[src/rtl/sram16_responder_pkg.sv]
// -----------------------------------------------------------------------------
// sram16_responder_pkg
// Shared types and constants for the RISC5 memory-port SRAM responder.
//   state_e : top-level access phase (IDLE, LO half, HI half)
//   kind_e  : kind of the captured transaction (FETCH, LOAD, STORE)
//   WAIT_MIN: smallest legal number of cycles per SRAM half access
// -----------------------------------------------------------------------------
package sram16_responder_pkg;

  typedef enum logic [1:0] {
    ST_IDLE = 2'd0,
    ST_LO   = 2'd1,
    ST_HI   = 2'd2
  } state_e;

  typedef enum logic [1:0] {
    KIND_FETCH = 2'd0,
    KIND_LOAD  = 2'd1,
    KIND_STORE = 2'd2
  } kind_e;

  // A half needs at least one cycle with we_n low plus one hold cycle.
  localparam int WAIT_MIN = 2;

  // Pick the 16-bit half of a 32-bit word that belongs to address bit 1.
  function automatic logic [15:0] lane_select(input logic [31:0] word, input logic upper);
    if (upper) begin
      return word[31:16];
    end else begin
      return word[15:0];
    end
  endfunction

endpackage

[src/rtl/sram16_responder_half_seq.sv]
// -----------------------------------------------------------------------------
// sram16_half_seq
// Runs one SRAM half access: loads the address/data/lane strobes on i_start,
// counts WAIT cycles, keeps ce_n low for the whole half, and for writes holds
// we_n low in every cycle except the last so the address outlives we_n.
// A new i_start in the last cycle of a half chains straight into the next half.
// Ports:
//   clk, rst        : clock, synchronous active-high reset
//   i_start         : begin a half at this edge
//   i_addr          : halfword address for the half
//   i_write         : 1 = write half, 0 = read half
//   i_ub_n, i_lb_n  : byte lane enables for the half (active-low)
//   i_wdata         : write data for the half
//   i_sram_dq_i     : read data from the SRAM pads
//   o_last          : current cycle is the last cycle of the running half
//   o_rdata         : read data; the consumer samples it on the edge ending
//                     the half (when o_last is high)
//   sram_*          : registered SRAM pin strobes
// -----------------------------------------------------------------------------
module sram16_half_seq
  import sram16_responder_pkg::*;
#(
  parameter int WAIT = 2,
  parameter int AW   = 20
) (
  input  logic          clk,
  input  logic          rst,
  input  logic          i_start,
  input  logic [AW-1:0] i_addr,
  input  logic          i_write,
  input  logic          i_ub_n,
  input  logic          i_lb_n,
  input  logic [15:0]   i_wdata,
  input  logic [15:0]   i_sram_dq_i,
  output logic          o_last,
  output logic [15:0]   o_rdata,
  output logic [AW-1:0] sram_a,
  output logic [15:0]   sram_dq_o,
  output logic          sram_dq_oe,
  output logic          sram_ce_n,
  output logic          sram_we_n,
  output logic          sram_ub_n,
  output logic          sram_lb_n
);

  if (WAIT < WAIT_MIN) begin : g_wait_check
    $error("sram16_half_seq: WAIT must be at least WAIT_MIN");
  end

  localparam int            CW       = $clog2(WAIT + 1);
  localparam logic [CW-1:0] CNT_LOAD = CW'(WAIT - 1);
  localparam logic [CW-1:0] CNT_ONE  = CW'(1);
  localparam logic [CW-1:0] CNT_ZERO = {CW{1'b0}};

  logic          r_busy;
  logic [CW-1:0] r_cnt;
  logic [AW-1:0] r_a;
  logic [15:0]   r_dq_o;
  logic          r_oe;
  logic          r_ce_n;
  logic          r_we_n;
  logic          r_ub_n;
  logic          r_lb_n;

  // Half sequencer: strobe registers and the remaining-cycles down-counter.
  always_ff @(posedge clk) begin
    if (rst) begin
      r_busy <= 1'b0;
      r_cnt  <= CNT_ZERO;
      r_a    <= {AW{1'b0}};
      r_dq_o <= 16'h0000;
      r_oe   <= 1'b0;
      r_ce_n <= 1'b1;
      r_we_n <= 1'b1;
      r_ub_n <= 1'b1;
      r_lb_n <= 1'b1;
    end else if (i_start) begin
      r_busy <= 1'b1;
      r_cnt  <= CNT_LOAD;
      r_a    <= i_addr;
      r_dq_o <= i_wdata;
      r_oe   <= i_write;
      r_ce_n <= 1'b0;
      // WAIT >= 2, so the first cycle of a half is never its last.
      r_we_n <= ~i_write;
      r_ub_n <= i_ub_n;
      r_lb_n <= i_lb_n;
    end else if (r_busy) begin
      if (r_cnt == CNT_ZERO) begin
        r_busy <= 1'b0;
        r_oe   <= 1'b0;
        r_ce_n <= 1'b1;
        r_we_n <= 1'b1;
        r_ub_n <= 1'b1;
        r_lb_n <= 1'b1;
      end else begin
        r_cnt <= r_cnt - CNT_ONE;
        // Raise we_n entering the last cycle: write hold before the address moves.
        if (r_cnt == CNT_ONE) begin
          r_we_n <= 1'b1;
        end
      end
    end
  end

  assign o_last     = r_busy && (r_cnt == CNT_ZERO);
  assign o_rdata    = i_sram_dq_i;
  assign sram_a     = r_a;
  assign sram_dq_o  = r_dq_o;
  assign sram_dq_oe = r_oe;
  assign sram_ce_n  = r_ce_n;
  assign sram_we_n  = r_we_n;
  assign sram_ub_n  = r_ub_n;
  assign sram_lb_n  = r_lb_n;

endmodule

[src/rtl/sram16_responder.sv]
// -----------------------------------------------------------------------------
// sram16_responder
// Target end of the RISC5 memory port. Serves instruction fetches, word
// loads/stores and byte loads/stores from a 16-bit asynchronous SRAM, splitting
// each 32-bit word into a LO and a HI half access. stallX is high while an
// access is in flight and comes from registered state only.
// Ports:
//   clk, rst      : clock, synchronous active-high reset
//   adr           : CPU byte address (bits above AW alias)
//   rd, wr, ben   : load request, store request, byte qualifier
//   outbus        : store data (byte stores arrive lane-replicated)
//   inbus         : load result, held between loads
//   codebus       : fetch result, held between fetches
//   stallX        : responder busy
//   sram_a        : halfword address
//   sram_dq_o/_i  : write/read data, sram_dq_oe enables the pad driver
//   sram_ce_n, sram_we_n, sram_ub_n, sram_lb_n : active-low SRAM strobes
// -----------------------------------------------------------------------------
module sram16_responder
  import sram16_responder_pkg::*;
#(
  parameter int WAIT = 2,
  parameter int AW   = 20
) (
  input  logic          clk,
  input  logic          rst,
  input  logic [23:0]   adr,
  input  logic          rd,
  input  logic          wr,
  input  logic          ben,
  input  logic [31:0]   outbus,
  output logic [31:0]   inbus,
  output logic [31:0]   codebus,
  output logic          stallX,
  output logic [AW-1:0] sram_a,
  output logic [15:0]   sram_dq_o,
  input  logic [15:0]   sram_dq_i,
  output logic          sram_dq_oe,
  output logic          sram_ce_n,
  output logic          sram_we_n,
  output logic          sram_ub_n,
  output logic          sram_lb_n
);

  state_e        r_state;
  kind_e         r_kind;
  logic          r_byte;
  logic          r_sel_hi;
  logic [AW-2:0] r_adr_hi;
  logic [15:0]   r_hi_wdata;
  logic [15:0]   r_lo_data;
  logic [31:0]   r_inbus;
  logic [31:0]   r_codebus;
  logic          r_stall;

  state_e        w_state_nxt;
  kind_e         w_cap_kind;
  logic          w_cap_byte;
  logic          w_start;
  logic [AW-1:0] w_addr;
  logic          w_write;
  logic          w_ub_n;
  logic          w_lb_n;
  logic [15:0]   w_wdata;
  logic          w_last;
  logic [15:0]   w_rdata;

  // Decode the bus request; a store wins over a load when both are raised.
  always_comb begin
    w_cap_kind = KIND_FETCH;
    if (wr) begin
      w_cap_kind = KIND_STORE;
    end else if (rd) begin
      w_cap_kind = KIND_LOAD;
    end else begin
      w_cap_kind = KIND_FETCH;
    end
  end

  // ben only qualifies data accesses; fetches are always whole words.
  assign w_cap_byte = ben & (wr | rd);

  // Next-state and half-access launch parameters.
  always_comb begin
    w_state_nxt = r_state;
    w_start     = 1'b0;
    w_addr      = {r_adr_hi, 1'b1};
    w_write     = 1'b0;
    w_ub_n      = 1'b0;
    w_lb_n      = 1'b0;
    w_wdata     = r_hi_wdata;
    case (r_state)
      ST_IDLE: begin
        // Every idle edge captures a transaction and launches its first half.
        w_start     = 1'b1;
        w_state_nxt = ST_LO;
        w_addr      = {adr[AW:2], w_cap_byte ? adr[1] : 1'b0};
        w_write     = wr;
        if (w_cap_byte) begin
          w_ub_n  = ~adr[0];
          w_lb_n  = adr[0];
          w_wdata = lane_select(outbus, adr[1]);
        end else begin
          w_ub_n  = 1'b0;
          w_lb_n  = 1'b0;
          w_wdata = outbus[15:0];
        end
      end
      ST_LO: begin
        if (w_last) begin
          if (r_byte) begin
            w_state_nxt = ST_IDLE;
          end else begin
            w_start     = 1'b1;
            w_state_nxt = ST_HI;
            w_write     = (r_kind == KIND_STORE);
          end
        end else begin
          w_state_nxt = ST_LO;
        end
      end
      ST_HI: begin
        if (w_last) begin
          w_state_nxt = ST_IDLE;
        end else begin
          w_state_nxt = ST_HI;
        end
      end
      default: begin
        w_state_nxt = ST_IDLE;
      end
    endcase
  end

  // State register, busy flag and capture of the transaction in IDLE.
  always_ff @(posedge clk) begin
    if (rst) begin
      r_state    <= ST_IDLE;
      r_stall    <= 1'b0;
      r_kind     <= KIND_FETCH;
      r_byte     <= 1'b0;
      r_sel_hi   <= 1'b0;
      r_adr_hi   <= {(AW-1){1'b0}};
      r_hi_wdata <= 16'h0000;
    end else begin
      r_state <= w_state_nxt;
      r_stall <= (w_state_nxt != ST_IDLE);
      if (r_state == ST_IDLE) begin
        r_kind     <= w_cap_kind;
        r_byte     <= w_cap_byte;
        r_sel_hi   <= adr[1];
        r_adr_hi   <= adr[AW:2];
        r_hi_wdata <= outbus[31:16];
      end
    end
  end

  // Result registers: read data is taken on the edge that ends each half.
  always_ff @(posedge clk) begin
    if (rst) begin
      r_lo_data <= 16'h0000;
      r_inbus   <= 32'h0000_0000;
      r_codebus <= 32'h0000_0000;
    end else if (w_last && (r_state == ST_LO)) begin
      if (!r_byte) begin
        r_lo_data <= w_rdata;
      end else if (r_kind == KIND_LOAD) begin
        r_inbus <= r_sel_hi ? {w_rdata, 16'h0000} : {16'h0000, w_rdata};
      end
    end else if (w_last && (r_state == ST_HI)) begin
      if (r_kind == KIND_LOAD) begin
        r_inbus <= {w_rdata, r_lo_data};
      end else if (r_kind == KIND_FETCH) begin
        r_codebus <= {w_rdata, r_lo_data};
      end
    end
  end

  sram16_half_seq #(
    .WAIT (WAIT),
    .AW   (AW)
  ) u_half_seq (
    .clk         (clk),
    .rst         (rst),
    .i_start     (w_start),
    .i_addr      (w_addr),
    .i_write     (w_write),
    .i_ub_n      (w_ub_n),
    .i_lb_n      (w_lb_n),
    .i_wdata     (w_wdata),
    .i_sram_dq_i (sram_dq_i),
    .o_last      (w_last),
    .o_rdata     (w_rdata),
    .sram_a      (sram_a),
    .sram_dq_o   (sram_dq_o),
    .sram_dq_oe  (sram_dq_oe),
    .sram_ce_n   (sram_ce_n),
    .sram_we_n   (sram_we_n),
    .sram_ub_n   (sram_ub_n),
    .sram_lb_n   (sram_lb_n)
  );

  assign inbus   = r_inbus;
  assign codebus = r_codebus;
  assign stallX  = r_stall;

endmodule
[config.mk]
export PLATFORM = sky130hd
export DESIGN_NAME = sram16_responder
export DESIGN_NICKNAME = d
export VERILOG_FILES = /design/src/rtl/sram16_responder_pkg.sv /design/src/rtl/sram16_responder_half_seq.sv /design/src/rtl/sram16_responder.sv
export SDC_FILE = /design/constraint.sdc
export NUM_CORES = 1
export LEC_CHECK = 0
export ABC_AREA = 1
export CAP_MARGIN = 30
export CELL_PAD_IN_SITES_DETAIL_PLACEMENT = 0
export CELL_PAD_IN_SITES_GLOBAL_PLACEMENT = 2
export CORE_ASPECT_RATIO = 1.25
export CORE_UTILIZATION = 28
export CTS_CLUSTER_SIZE = 8
export DETAILED_ROUTE_END_ITERATION = 7
export PLACE_DENSITY_LB_ADDON = 0.2
export SYNTH_ARGS = -nofsm -noshare
export SYNTH_HDL_FRONTEND = slang
export SYNTH_SLANG_ARGS = --single-unit
[constraint.sdc]
create_clock -name clk -period 3.6 [get_ports clk]
set_input_delay 0.36 -clock clk [delete_from_list [all_inputs] [get_ports clk]]
set_output_delay 0.36 -clock clk [all_outputs]
set_load 0.1 [all_outputs]
Yosys cells after proc, flatten, opt, wreduce, memory -nomap -nowiden
Cells that the tools add are included.
{ "word_totals": {"register_bits": 166, "latchBits": 0, "output_inout_bits": 106, "mem_count": 0, "ram_bits": 0, "input_bits": 77, "romBits": 0, "wordCells": 100} }
{ "op_classes": {"mul": 0, "bitwise_logic": 8, "reduce_logical": 19, "n_mux": 45, "n_eq_ne": 7, "shifts": 0, "div": 0, "addsub": 1, "order_cmp": 0} }
{ "op_table": {"columns": ["operator", "count"], "rows": [
  ["$mux 32", 6],
  ["$mux 16", 3],
  ["$mux 1", 28],
  ["$mux 20", 1],
  ["$reduce_and 2->1", 5],
  ["$mux 2", 4],
  ["$reduce_bool 2->1", 4],
  ["$eq 2x1->1 const B", 3],
  ["$logic_not 2->1", 3],
  ["$not 1->1", 6],
  ["$pmux 2 s3", 1],
  ["$eq 2x2->1 const B", 2],
  ["$pmux 1 s2", 2],
  ["$reduce_and 4->1", 1],
  ["$logic_and 1x1->1", 3],
  ["$reduce_and 3->1", 1],
  ["$reduce_bool 3->1", 1],
  ["$ne 2x1->1 const B", 1],
  ["$ne 2x2->1 const B", 1],
  ["$reduce_or 2->1", 1],
  ["$sub 2x1->2 const B", 1],
  ["$and 1x1->1", 1],
  ["$or 1x1->1", 1]
]} }

Longest topological paths before layout
{ "logic_depth": {"ltp_word": 6, "depth_mapped": 12, "ltp_nobuf": 10} }

Hierarchy
A second synthesis with hierarchy kept.
{ "hier_totals": {"cells_unflattened": 1004, "area_unflattened_um2": 7008.0} }
{ "by_module_without_submodules": {"columns": ["mod", "instances", "area_per_inst_um2", "cells_per_inst", "seq_area_each_um2"], "rows": [
  ["sram16_responder", 1, 5236.3, 780, 2442.3],
  ["sram16_half_seq", 1, 1771.7, 224, 880.8]
]} }

Worst setup path before layout
No wires, ideal clock.
{ "synth_path": {"path_kind": "reg-to-reg", "start": "reg u_half_seq.r_cnt[0]", "end": "reg r_codebus[10] (netlist: codebus[10])", "period_less_slack_ps": 1665, "setup_ps": 71, "t_arrival_ps": 1595, "stages_incl_launch_ff": 11, "required_ps": 3529, "path_buffers": 3, "setup_slack_ps": 1935, "cell_sequence": "dfxtp_1 inv_1 ha_1 nand2_1 inv_1 buf_2 nand3_1 buf_2 buf_2 nand2_1 a21oi_1"} }
{ "synth_between": {"elab_chain_cells": 5, "word_cells_on_any_way": 6, "classes_between": "bitwise: 1; reduce/logical: 5"} }
{ "synth_lines": {"columns": ["item", "line_no", "source"], "rows": [
  ["start, declared", "sram16_responder_half_seq.sv:56", "logic [CW-1:0] r_cnt;"],
  ["start signal, assigned", "sram16_responder_half_seq.sv:97", "r_cnt <= r_cnt - CNT_ONE;"],
  ["$logic_not 2->1 *", "sram16_responder_half_seq.sv:106", "assign o_last = r_busy && (r_cnt == CNT_ZERO);"],
  ["$logic_and 1x1->1 *", "sram16_responder_half_seq.sv:106", null],
  ["$logic_and 1x1->1", "sram16_responder.sv:164", "end else if (w_last && (r_state == ST_LO)) begin"],
  ["$not 1->1 (no line)", null, null],
  ["$reduce_and 4->1 (no line) *", null, null],
  ["end signal, assigned", "sram16_responder.sv:174", "r_codebus <= {w_rdata, r_lo_data};"],
  ["end, declared", "sram16_responder.sv:53", "logic [31:0] r_codebus;"]
]} }
Mark *: on every way between the ends. The rest lies on a longest branch, timed or not.
A chain may end at the register's enable or synchronous reset.

Final worst setup path
{ "layout_path": {"start": "reg u_half_seq.r_cnt[0]", "end": "reg r_inbus[5] (netlist: inbus[5])"} }
{ "layout_between": {"elab_chain_cells": 5, "word_cells_on_any_way": 8, "classes_between": "eq/ne: 1; mux: 1; reduce/logical: 6"} }
{ "layout_lines": {"columns": ["item", "line_no", "source"], "rows": [
  ["$logic_not 2->1 *", "sram16_responder_half_seq.sv:106", null],
  ["$logic_and 1x1->1 *", "sram16_responder_half_seq.sv:106", null],
  ["$logic_and 1x1->1, on equally long branches", "sram16_responder.sv:164, sram16_responder.sv:170", null],
  ["$ne 2x2->1 (no line) or $reduce_bool 2->1 (tied branches)", null, null],
  ["$reduce_and 3->1 (no line)", null, null],
  ["end signal, assigned", "sram16_responder.sv:168", "r_inbus <= r_sel_hi ? {w_rdata, 16'h0000} : {16'h0000, w_rdata};"],
  ["end signal, assigned", "sram16_responder.sv:172", "r_inbus <= {w_rdata, r_lo_data};"],
  ["end, declared", "sram16_responder.sv:52", "logic [31:0] r_inbus;"]
]} }
Marks and branches as above.

==> impl_metrics.toml <==
[run_status]
status = "complete, no violations"

[logic_synthesis]
synth_simple_gate_area_share_pct = 21.0
syn_area_per_cell_um2 = 6.94
synth-seq-cells = 166
synth_top_family_by_area = "simple AND/OR/NAND/NOR gates"
synth-compound-area-share_pct = 19.6
postSynthCellCount = 1007
yosysUniqueCellTypes = 27
synth-warning-count = 0
synth_nets = 1086
post_synth_xor_area_fraction_pct = 0.125
synthAdderAreaFrac_pct = 0.358
synth.yosys.seq_area_share_pct = 47.5
synth.mux.area_fraction_pct = 0
combined_area_of_all_synthesized_cells_um2 = 6990

[cells_and_area]
layout.nets = 1237
layout-area-overhead-vs-synth_pct = 39.1
final_util_pct = 39.7
final_layout_size_suffix_gt1_share_pct = 5.55
num_antenna_cells = 0

[clock_network]
tritoncts = "yes"
cts_made_buffers = 17
htreeDepth = 4
cts_sinks = 166
cts_root_buf = "sky130_fd_sc_hd__clkbuf_16"
postCtsResizedCells = 0
max-clock-path-buffers = 2
cts_setup_buffers = 0
holdBufCountCts = 0
clk_pin_slew_worst_paths_ns = 0.07
clock_latency_late_sink_ns = 0.43

[detailed_routing]
routed_wire_length_per_instance_um = 13.8
remaining_drc_errors = 0
drt_pre_antenna_iters = 7
wirelength_um = 20800
route.detailed.vias_per_inst = 4.37
routed-via-count = 6561
detail-route-antenna-nets = 0
drt_iter0_drc = 297

[hold_path]
worst_hold_startpoint = "codebus[20]"
min_to = "codebus[20]"
hold_path_depth = 2
holdCritPathClass = "register to register"

[placed_design]
detailedPlacementHpwl_um = 13400
place_congestion = 0.701
port-buffer-count = 179

[sta]
setup-tns-final_ns = 0
period_share_pct = 75.9
period_needed_ns = 2.73
maxClockFrequency_mhz = 366
timing_max_transition_violations_final = 0
fin_skew_ns = 0.0109
timing.final.setup_violations = 0
worstMarginPinSlew_ns = 1.02
hold_viol_final = 0
slew_headroom_pct = 31.6
setup_repair_after_global_routing_missed_its_margin = "no"

[power_and_ir_drop]
power.leakage_nw = 4.20
vdd_ir_drop_max_mv = 0.344
cellPowerDensity_nw_per_um2 = 535

[worst_setup_path]
crit_path_max_incr_delay_ns = 0.75
worst_r2r_endpoint = "inbus[5]"
r2r_depth = 8
criticalPathCategory = "register to register"
timing.critical_path.to_type = "register"
reg2reg_slack_ns = 0.87
critical_path_arrival_ns = 3.09
r2r-start = "u_half_seq.r_cnt[0]"
worstSetupStartpointType = "register"
worst-endpoint-required_ns = 3.96
critical-path-slowest-cell = "sky130_fd_sc_hd__nor2_1"
cp_max_fo = 17
crit_top_cell = "sky130_fd_sc_hd__nor2_1"
timing.critical_path.cells = "inv_1, ha_1, nand2_1, nor2_1, nand2_1, o21ai_0, nor2_1, nor2_1"

[floorplan]
core_um2 = 24500
placement_rows = 64
initial_core_util_pct = 28.5
die_height_um = 179
die_width_um = 143
floorplan.die_area_um2 = 25600
num_io_pins = 183

[job]
drv.max_cap_violation_count = 0

[global_route]
wire_length_of_the_first_global_routing_pass_um = 32800
maximum_number_of_pins_on_one_net_before_global_route_repair = 60
grt_util_all_layers_pct = 16.7
first_global_vias = 6218
antenna_found_initial = 0
globalRouteOverflowTotal = 0
[worst max path at each step]
stage | startpoint | endpoint | slack (ns)
after floorplan | u_half_seq.r_cnt[0] | codebus[10] | 1.93
after global placement | u_half_seq.r_cnt[0] | inbus[4] | 0.80
final | u_half_seq.r_cnt[0] | inbus[5] | 0.87
after CTS | u_half_seq.r_cnt[0] | inbus[5] | 0.72
after global routing | u_half_seq.r_cnt[0] | inbus[13] | 0.55
after detailed placement | u_half_seq.r_cnt[0] | inbus[5] | 0.73
[cell usage after synthesis (all sizes together)]
cell | number | area (um^2)
xor2 | 1 | 8.76
o211ai | 1 | 7.51
ha | 2 | 25.0
nand4 | 16 | 100
o21ai | 142 | 711
a211oi | 1 | 7.51
o21a | 1 | 7.51
nand3b | 1 | 7.51
nand3 | 6 | 42.5
nor2 | 99 | 377
inv | 139 | 522
clkbuf | 45 | 170
dfxtp | 166 | 3320
or2 | 1 | 6.26
o22ai | 15 | 93.8
nand2 | 245 | 925
buf | 22 | 105
nor3b | 1 | 7.51
a21oi | 92 | 460
o21bai | 11 | 82.6
[through the flow]
stage          total power, mW  cells  setup slack [ns]  hold slack, ns  area, um^2
6_report                  5.20   1501             0.869           0.441        9720
5_1_grt                   5.46   1501             0.554           0.462        9720
4_1_cts                   5.28   1500             0.720           0.446        9700
3_5_place_dp              3.44   1468             0.735           0.434        9120
3_3_place_gp              3.43   1466             0.795           0.430        9070
2_1_floorplan             3.03   1007              1.93           0.437        6990
[registers in the layout, indices dropped and copies added (netlist names)]
| signal | cells |
|---|---|
| codebus | 32 |
| inbus | 32 |
| u_half_seq.sram_a | 20 |
| r_adr_hi | 19 |
| r_hi_wdata | 16 |
| r_lo_data | 16 |
| u_half_seq.sram_dq_o | 16 |
| r_kind | 2 |
| r_state | 2 |
| u_half_seq.r_cnt | 2 |
| r_byte | 1 |
| r_sel_hi | 1 |
| stallX | 1 |
| u_half_seq.r_busy | 1 |
| u_half_seq.sram_ce_n | 1 |
| u_half_seq.sram_dq_oe | 1 |
| u_half_seq.sram_lb_n | 1 |
| u_half_seq.sram_ub_n | 1 |
| u_half_seq.sram_we_n | 1 |
[logic make-up after synthesis]
| logic type | count (synthesis) |
|---|---|
| fa+ha+maj | 2 |
| xor+xnor | 1 |
| compound gates | 263 |
| simple gates | 369 |
| flops | 166 |
| buf+inv | 206 |
[layout by cell type (no fill, tap or decap), types with 4 or more instances in the layout]
| cell type | n |
|---|---|
| sky130_fd_sc_hd__inv_6 | 5 |
| sky130_fd_sc_hd__nand3_1 | 4 |
| sky130_fd_sc_hd__nand4_1 | 16 |
| sky130_fd_sc_hd__o21ai_1 | 11 |
| sky130_fd_sc_hd__clkdlybuf4s50_1 | 178 |
| sky130_fd_sc_hd__nand2_1 | 243 |
| sky130_fd_sc_hd__o21bai_1 | 11 |
| sky130_fd_sc_hd__clkbuf_16 | 17 |
| sky130_fd_sc_hd__buf_4 | 16 |
| sky130_fd_sc_hd__nor2_1 | 96 |
| sky130_fd_sc_hd__inv_2 | 4 |
| sky130_fd_sc_hd__dfxtp_1 | 166 |
| sky130_fd_sc_hd__o22ai_1 | 15 |
| sky130_fd_sc_hd__inv_1 | 135 |
| sky130_fd_sc_hd__a21oi_1 | 92 |
| sky130_fd_sc_hd__o21ai_0 | 131 |
| sky130_fd_sc_hd__inv_8 | 6 |
[layout make-up]
| class | instances | area [um^2] |
|---|---|---|
| Fill cell | 2712 | 14800 |
| Sequential cell | 166 | 3320 |
| Multi-Input combinational cell | 635 | 2880 |
| Timing Repair Buffer | 199 | 2010 |
| Inverter | 139 | 522 |
| Clock buffer | 17 | 425 |
| Tap cell | 330 | 413 |
| Clock inverter | 15 | 150 |
[per-layer routing]
layer / track usage [%] / up-vias / wire length (um)
met3: 3.73 / 16 / 831
met1: 19.8 / 2943 / 9300
met2: 30.1 / 130 / 10400
met5: 0 / - / 0
met4: 4.61 / 0 / 205
li1: - / 3472 / -
[power breakdown]
group / internal, mW / switching, mW
clock network: 0.930 / 0.882
registers: 1.98 / 0.0728
logic: 0.362 / 0.976
total: 3.27 / 1.93
[critical path: cells and delay by family (launching register included)]
family	cells	cell delay [ns]
AND/OR/NAND/NOR	5	1.77
buffers and inverters	1	0.06
AO/OA/AOI/OAI	1	0.34
adder cells (fa/ha/maj)	1	0.15
flip-flops	1	0.34
(Power assumes the default switching activity.)
